===== config.mk =====
export PLATFORM = sky130hd
export DESIGN_NAME = spi_input_conditioner_flat
export DESIGN_NICKNAME = d
export VERILOG_FILES = /design/src/rtl/spi_input_conditioner_if.sv /design/src/rtl/spi_input_conditioner.sv /design/src/flat_wrapper.sv
export SDC_FILE = /design/constraint.sdc
export NUM_CORES = 1
export LEC_CHECK = 0
export BUFFER_PORTS_ARGS = -buffer_cell sky130_fd_sc_hd__buf_2
export CELL_PAD_IN_SITES_DETAIL_PLACEMENT = 0
export CELL_PAD_IN_SITES_GLOBAL_PLACEMENT = 1
export CORE_MARGIN = 8
export CORE_UTILIZATION = 30
export DETAILED_ROUTE_END_ITERATION = 7
export PLACE_DENSITY_LB_ADDON = 0.1
export SKIP_LAST_GASP = 1
export SYNTH_ARGS = -nofsm -noshare
export SYNTH_HDL_FRONTEND = slang
export SYNTH_SLANG_ARGS = --single-unit

===== constraint.sdc =====
create_clock -name clk -period 1.1 [get_ports clk]
set_input_delay 0.22 -clock clk [delete_from_list [all_inputs] [get_ports clk]]
set_output_delay 0.22 -clock clk [all_outputs]
set_load 0.005 [all_outputs]

===== src/rtl/spi_input_conditioner_if.sv =====
// Pin bundle between the raw SPI pads and the conditioner.
// The slave side (conditioner) samples noisy and drives the clean outputs.
interface spi_input_conditioner_if;
    logic [2:0] noisy;
    logic [2:0] conditioned;
    logic [2:0] rising;
    logic [2:0] falling;

    modport master (
        output noisy,
        input  conditioned,
        input  rising,
        input  falling
    );

    modport slave (
        input  noisy,
        output conditioned,
        output rising,
        output falling
    );
endinterface


===== src/rtl/spi_input_conditioner.sv =====
// Synchronizes and debounces sclk/cs/mosi; emits clean levels and
// one-cycle edge pulses for the downstream SPI FSM.
module spi_input_conditioner #(
    parameter int unsigned WAIT_TIME  = 3,
    parameter int unsigned CNT_WIDTH  = 3,
    parameter logic [2:0]  IDLE_VALUE = 3'b010
) (
    input logic                    clk,
    input logic                    reset,
    spi_input_conditioner_if.slave bus
);
    localparam logic [CNT_WIDTH-1:0] WAIT_C = CNT_WIDTH'(WAIT_TIME);
    localparam logic [CNT_WIDTH-1:0] ONE_C  = CNT_WIDTH'(1);

    logic [2:0]           sync0_q, sync1_q;
    logic [2:0]           cond_q, cond_d;
    logic [2:0]           rise_q, rise_d;
    logic [2:0]           fall_q, fall_d;
    logic [CNT_WIDTH-1:0] cnt_q [3];
    logic [CNT_WIDTH-1:0] cnt_d [3];

    // Per-channel debounce; a mismatch must persist WAIT_TIME+1 edges.
    always_comb begin
        cond_d = cond_q;
        rise_d = '0;
        fall_d = '0;
        cnt_d  = cnt_q;
        for (int i = 0; i < 3; i++) begin
            if (sync1_q[i] == cond_q[i]) begin
                cnt_d[i] = '0;
            end else if (cnt_q[i] == WAIT_C) begin
                cond_d[i] = sync1_q[i];
                cnt_d[i]  = '0;
                rise_d[i] = sync1_q[i];
                fall_d[i] = ~sync1_q[i];
            end else begin
                cnt_d[i] = cnt_q[i] + ONE_C;
            end
        end
    end

    always_ff @(posedge clk) begin
        if (reset) begin
            sync0_q <= IDLE_VALUE;
            sync1_q <= IDLE_VALUE;
            cond_q  <= IDLE_VALUE;
            rise_q  <= '0;
            fall_q  <= '0;
            for (int i = 0; i < 3; i++) begin
                cnt_q[i] <= '0;
            end
        end else begin
            sync0_q <= bus.noisy;
            sync1_q <= sync0_q;
            cond_q  <= cond_d;
            rise_q  <= rise_d;
            fall_q  <= fall_d;
            for (int i = 0; i < 3; i++) begin
                cnt_q[i] <= cnt_d[i];
            end
        end
    end

    assign bus.conditioned = cond_q;
    assign bus.rising      = rise_q;
    assign bus.falling     = fall_q;
endmodule


===== src/flat_wrapper.sv =====
// flat-port wrapper written by rule: the top's interface ports become plain ports
module spi_input_conditioner_flat 
#(
    parameter int unsigned WAIT_TIME  = 3,
    parameter int unsigned CNT_WIDTH  = 3,
    parameter logic [2:0]  IDLE_VALUE = 3'b010
)
  (clk, reset, bus_noisy, bus_conditioned, bus_rising, bus_falling);
  spi_input_conditioner_if bus_i ();
  input logic clk;
  input logic reset;
  input wire logic [$bits(bus_i.noisy)-1:0] bus_noisy;
  output wire logic [$bits(bus_i.conditioned)-1:0] bus_conditioned;
  output wire logic [$bits(bus_i.rising)-1:0] bus_rising;
  output wire logic [$bits(bus_i.falling)-1:0] bus_falling;
  assign bus_i.noisy = bus_noisy;
  assign bus_conditioned = bus_i.conditioned;
  assign bus_rising = bus_i.rising;
  assign bus_falling = bus_i.falling;
  spi_input_conditioner #(.WAIT_TIME(WAIT_TIME), .CNT_WIDTH(CNT_WIDTH), .IDLE_VALUE(IDLE_VALUE)) u_core (.clk(clk), .reset(reset), .bus(bus_i));
endmodule

-- After elaboration in Yosys (flattened, before gate mapping)
Index checks and enable logic that the tools add are counted.
- register bits after elaboration: 24
- input bits: 5
- word-level logic and storage cells: 41
- $add $sub $neg: 3
- equality and inequality tests: 6
- bitwise operators: 9
- reductions and logical operators: 9
- operators by type and width (kind ; number):
    $reduce_or A3 Y1 ; 6
    $add A3 B1 Y3 const B ; 3
    $eq A3 B2 Y1 const B ; 3
    $not A1 Y1 ; 9
    $reduce_and A2 Y1 ; 3
    $eq A1 B1 Y1 ; 3

-- Logic depth before layout (Yosys ltp)
- depth after elaboration: 3
- depth in mapped cells: 4
- depth with buffers taken out: 4

-- Worst setup path after synthesis
No wires, ideal clock.
- path type: flip-flop to flip-flop
- start point: register u_core.cnt_q[3] (netlist name)
- end point: register u_core.cond_q[1], in the netlist u_core.bus.conditioned[1]
- setup time: 120 ps
- arrival time: 1001 ps
- slack: -21 ps
- stages on the path, launching flop included: 4
- clock period less this slack: 1121 ps
- path through: dfxtp_1 ha_1 ha_1 a211o_1
- cells in the longest elaborated chain, start to end: 2
- RTL lines (what ; RTL line ; text):
    from (decl) ; spi_input_conditioner.sv:19 ; logic [CNT_WIDTH-1:0] cnt_q [3];
    from (signal, indexed assignment) ; spi_input_conditioner.sv:59 ; cnt_q[i] <= cnt_d[i];
    $eq A3 B2 Y1 ; spi_input_conditioner.sv:31 ; end else if (cnt_q[i] == WAIT_C) begin
    $reduce_and A2 Y1 (no source line) ; -- ;
    to (signal assigned) ; spi_input_conditioner.sv:55 ; cond_q <= cond_d;
    to (decl) ; spi_input_conditioner.sv:16 ; logic [2:0] cond_q, cond_d;
No other way between the ends.
A chain may end at the register's enable or synchronous reset.

-- Final worst setup path
- start point: register u_core.cnt_q[4] (netlist name)
- end point: register u_core.cond_q[1], in the netlist u_core.bus.conditioned[1]
The elaborated chain is that of the path after synthesis.

==> summary.md <==
| Metric | Value |
|---|---|
| Adder-cell area share of the yosys netlist | 8.90% |
| Ant. Diodes | 0 |
| Crit path cell chain | ha_4 -> ha_4 -> nor2b_1 -> a211o_1 |
| Final Cell Area | 1070 um^2 |
| Worst skew pair latency | 300 ps |
| CP max FO | 7 |
| Final min period | 1050 ps |
| # fillers | 280 |
| Total GRT Usage | 5.84% |
| Post-synth top area cell | dfxtp_1 |
| HP Class | input port to flop |
| Crit-path slowest cell | dfxtp_1 |
| Lkg Pwr | 0.384 nW |
| Delay-heaviest family, CP | flip-flops |
| Clock Path Buffers | 2 |
| CTS tree | yes |
| Peak Freq | 951 MHz |
| Combinational fraction of design power | 3.5% |
| Hold Worst Slack | 94.9 ps |
| R2R setup slack | 50 ps |
| Met3 Wirelength | 63 um |
| Setup-failing EPs final | 0 |
| Pwr Density | 1220 nW/um^2 |
| Relative slew slack | 69.9% |
| Main combinational cell family by area after synthesis | simple AND/OR/NAND/NOR gates |
| M1 WL | 708 um |
| Clk root buf | clkbuf_4 |
| Sequential share of power | 68.3% |
| Vias in the first global route | 514 |
| Clock power frac | 28.3% |
| Sequential fraction of the synthesis area | 57.0% |
| Status | finished clean |
| R2R Path End | u_core.bus.conditioned[1] |
| Share of layout cells above drive strength 1 | 53.8% |
| Ranking of synthesized cells by area | dfxtp_1 57%, and4bb_2 8.9%, ha_1 8.9%, nor4b_2 5.3%, nor4_1 4.5% |
| Syn. warnings | 0 |
| Fin. max-slew vios | 0 |
| DP HPWL | 865 um |
| Routed length on met2 | 588 um |
| Mapped Area | 843 um^2 |
| Worst R2R Path Depth | 4 |
| Initial drt markers | 12 |
| Net Sw Frac | 21.0% |
| Synth Area per Inst | 13.0 um^2 |
| Multi-input gate area | 435 um^2 |
| Max_cap viols | 0 |
| Total Wirelength | 1380 um |
| Net switching power | 0.273 mW |
| Count of different cell masters after synthesis | 14 |
| Commonest cells in the netlist | 24 x dfxtp_1, 6 x and4bb_2, 6 x ha_1, 6 x nor4_1, 5 x nor2b_1 |
| Final Hold Fails | 0 |
| Final nets | 93 |
| Site Rows | 19 |
| DR vias/cell | 4.68 |
| Internal power | 1.03 mW |
| XOR/XNOR share of the synthesized area | 3.12% |
| Crit path depth | 4 |
| Final Wtd Congestion | 0.608 |
| Wire per inst | 12.4 um |
| Most numerous cell in the Yosys netlist | dfxtp_1 |
| Synth top area share | 57.0% |
| Setup crit start kind | flop |
| Setup crit start | u_core.cnt_q[4] |
| Drt pass-1 iters | 3 |
| Die ar. | 4760 um^2 |
| Top sig layer | met4 |
| Core Area | 2710 um^2 |
| Final worst-path cycle share | 95.6% |
| Synth-to-Final Area Change | 27.2% |
| Pre-CTS setup slack | -53.1 ps |
| Initial antenna violation count | 0 |
| Ys flop type | dfxtp_1 |
| Crit Path Category | flop to flop |
| Antenna-violating nets left | 0 |
| Final Core Density | 39.6% |
| Wire length of the first global-routing pass | 2330 um |
| Cell count after synthesis | 65 |
| Detailed-route via count | 519 |
| Post-Route Skew | 3.35 ps |
| Hold_buf cts | 0 |
| Die H | 69.0 um |
| Syn nets | 76 |
| Cell Area, Placed | 945 um^2 |
| Reg-to-Reg Start | u_core.cnt_q[4] |
| Peak supply drop | 552 uV |
| Crit-path max cell delay | 380 ps |
| Worst slew pin tran | 449 ps |
| Synth Area in Simple Gates | 24.8% |
| Grt total ovfl | 0 |
| Setup ws final | 48.0 ps |
| Worst EP required | 1310 ps |
| Complex-gate fraction of the synthesized area | 1.04% |
| Clock-pin slew on the worst setup and hold paths | 120 ps |
| Worst Path Buf+Inv | 0 |
| Inst Count DP | 108 |
| CP endpoint kind | flop |
| Non-Filler Instances | 111 |
| CP arrival | 1260 ps |
| Initial Utilization | 31.1% |
| Largest net degree at the start of global routing | 25 |
| DRC viols | 0 |
| Ys async rst share | 0% |
| Yosys reg bits | 24 |
| H-tree Lvls | 1 |
| Most used cell, CP | ha_4 |
| # IOs | 14 |
| Mux cell area share after synthesis | 2.37% |
| Clk sink count | 24 |
| Worst Setup EP | u_core.bus.conditioned[1] |
| CTS buffer count | 3 |
| PortBufs | 13 |
| Die X | 69.0 um |
| Reg area | 492 um^2 |
| EDFF count, synth | 0 |
==> worst min-delay path by stage <==
stage                      startpoint                end  depth (start not counted)
detailed placement  u_core.sync0_q[1]  u_core.sync1_q[1]                          1
floorplan                bus_noisy[1]  u_core.sync0_q[1]                          1
global placement    u_core.sync0_q[1]  u_core.sync1_q[1]                          1
CTS                      bus_noisy[1]  u_core.sync0_q[1]                          2
global route             bus_noisy[1]  u_core.sync0_q[1]                          2
finish                   bus_noisy[1]  u_core.sync0_q[1]                          2
==> repair_timing <==
item | in CTS | in global routing
setup buffers | 0 | 0
pin swaps | 2 | 3
setup endpoints to repair | 16 | 15
resized for setup | 8 | 14
==> kinds of logic (layout without fill, tap and decap cells) <==
| logic type | count (synthesis) | count (layout) |
|---|---|---|
| xor+xnor | 3 | 3 |
| flops | 24 | 24 |
| compound gates | 1 | 1 |
| buf+inv | 5 | 20 |
| mux | 2 | 2 |
| fa+ha+maj | 6 | 6 |
| simple gates | 24 | 24 |
==> layout make-up <==
type | count | area share (%)
Sequential cell | 24 | 45.9
Clock buffer | 3 | 2.10
Inverter | 3 | 1.05
Tap cell | 31 | 3.62
Multi-Input combinational cell | 36 | 40.6
Timing Repair Buffer | 14 | 6.77
==> per-layer routing <==
metal,global-route usage (%),vias up
met1,6.88,242
met2,8.50,9
met3,2.15,2
li1,-,266
met5,0,-
met4,4.10,0
==> state kept, by name, indices dropped and copies added (netlist names) <==
signal / count
u_core.bus.rising: 3
u_core.cnt_q: 9
u_core.bus.conditioned: 3
u_core.sync1_q: 3
u_core.bus.falling: 3
u_core.sync0_q: 3
==> power by group through the flow <==
stage | Sequential (mW) | Combinational [mW] | Clock (mW)
6_report | 0.889 | 0.0453 | 0.368
2_1_floorplan | 0.908 | 0.0319 | 0
3_3_place_gp | 0.909 | 0.0425 | 0
4_1_cts | 0.890 | 0.0433 | 0.393
5_1_grt | 0.892 | 0.0517 | 0.426
3_5_place_dp | 0.909 | 0.0432 | 0
==> layout by cell type (no fill, tap or decap) <==
| cell type | instances |
|---|---|
| nor4b_2 | 3 |
| ha_4 | 6 |
| clkbuf_4 | 3 |
| dfxtp_1 | 17 |
| nor4_1 | 4 |
| nor4_4 | 1 |
| xnor2_1 | 3 |
| buf_4 | 1 |
| mux2i_1 | 2 |
| nor4_2 | 1 |
| a211o_1 | 1 |
| dfxtp_4 | 1 |
| nor2_1 | 2 |
| or2_2 | 2 |
| dfxtp_2 | 6 |
| inv_1 | 3 |
| buf_2 | 13 |
| nor2b_1 | 5 |
| and4bb_2 | 6 |
==> stage by stage <==
stage | total power [mW] | setup TNS (ps)
6_report | 1.30 | 0
5_1_grt | 1.37 | -2.04
4_1_cts | 1.33 | -18.5
3_5_place_dp | 0.953 | -335
3_3_place_gp | 0.952 | -253
2_1_floorplan | 0.940 | 0
Note: power is estimated with default switching activity, not from simulation.
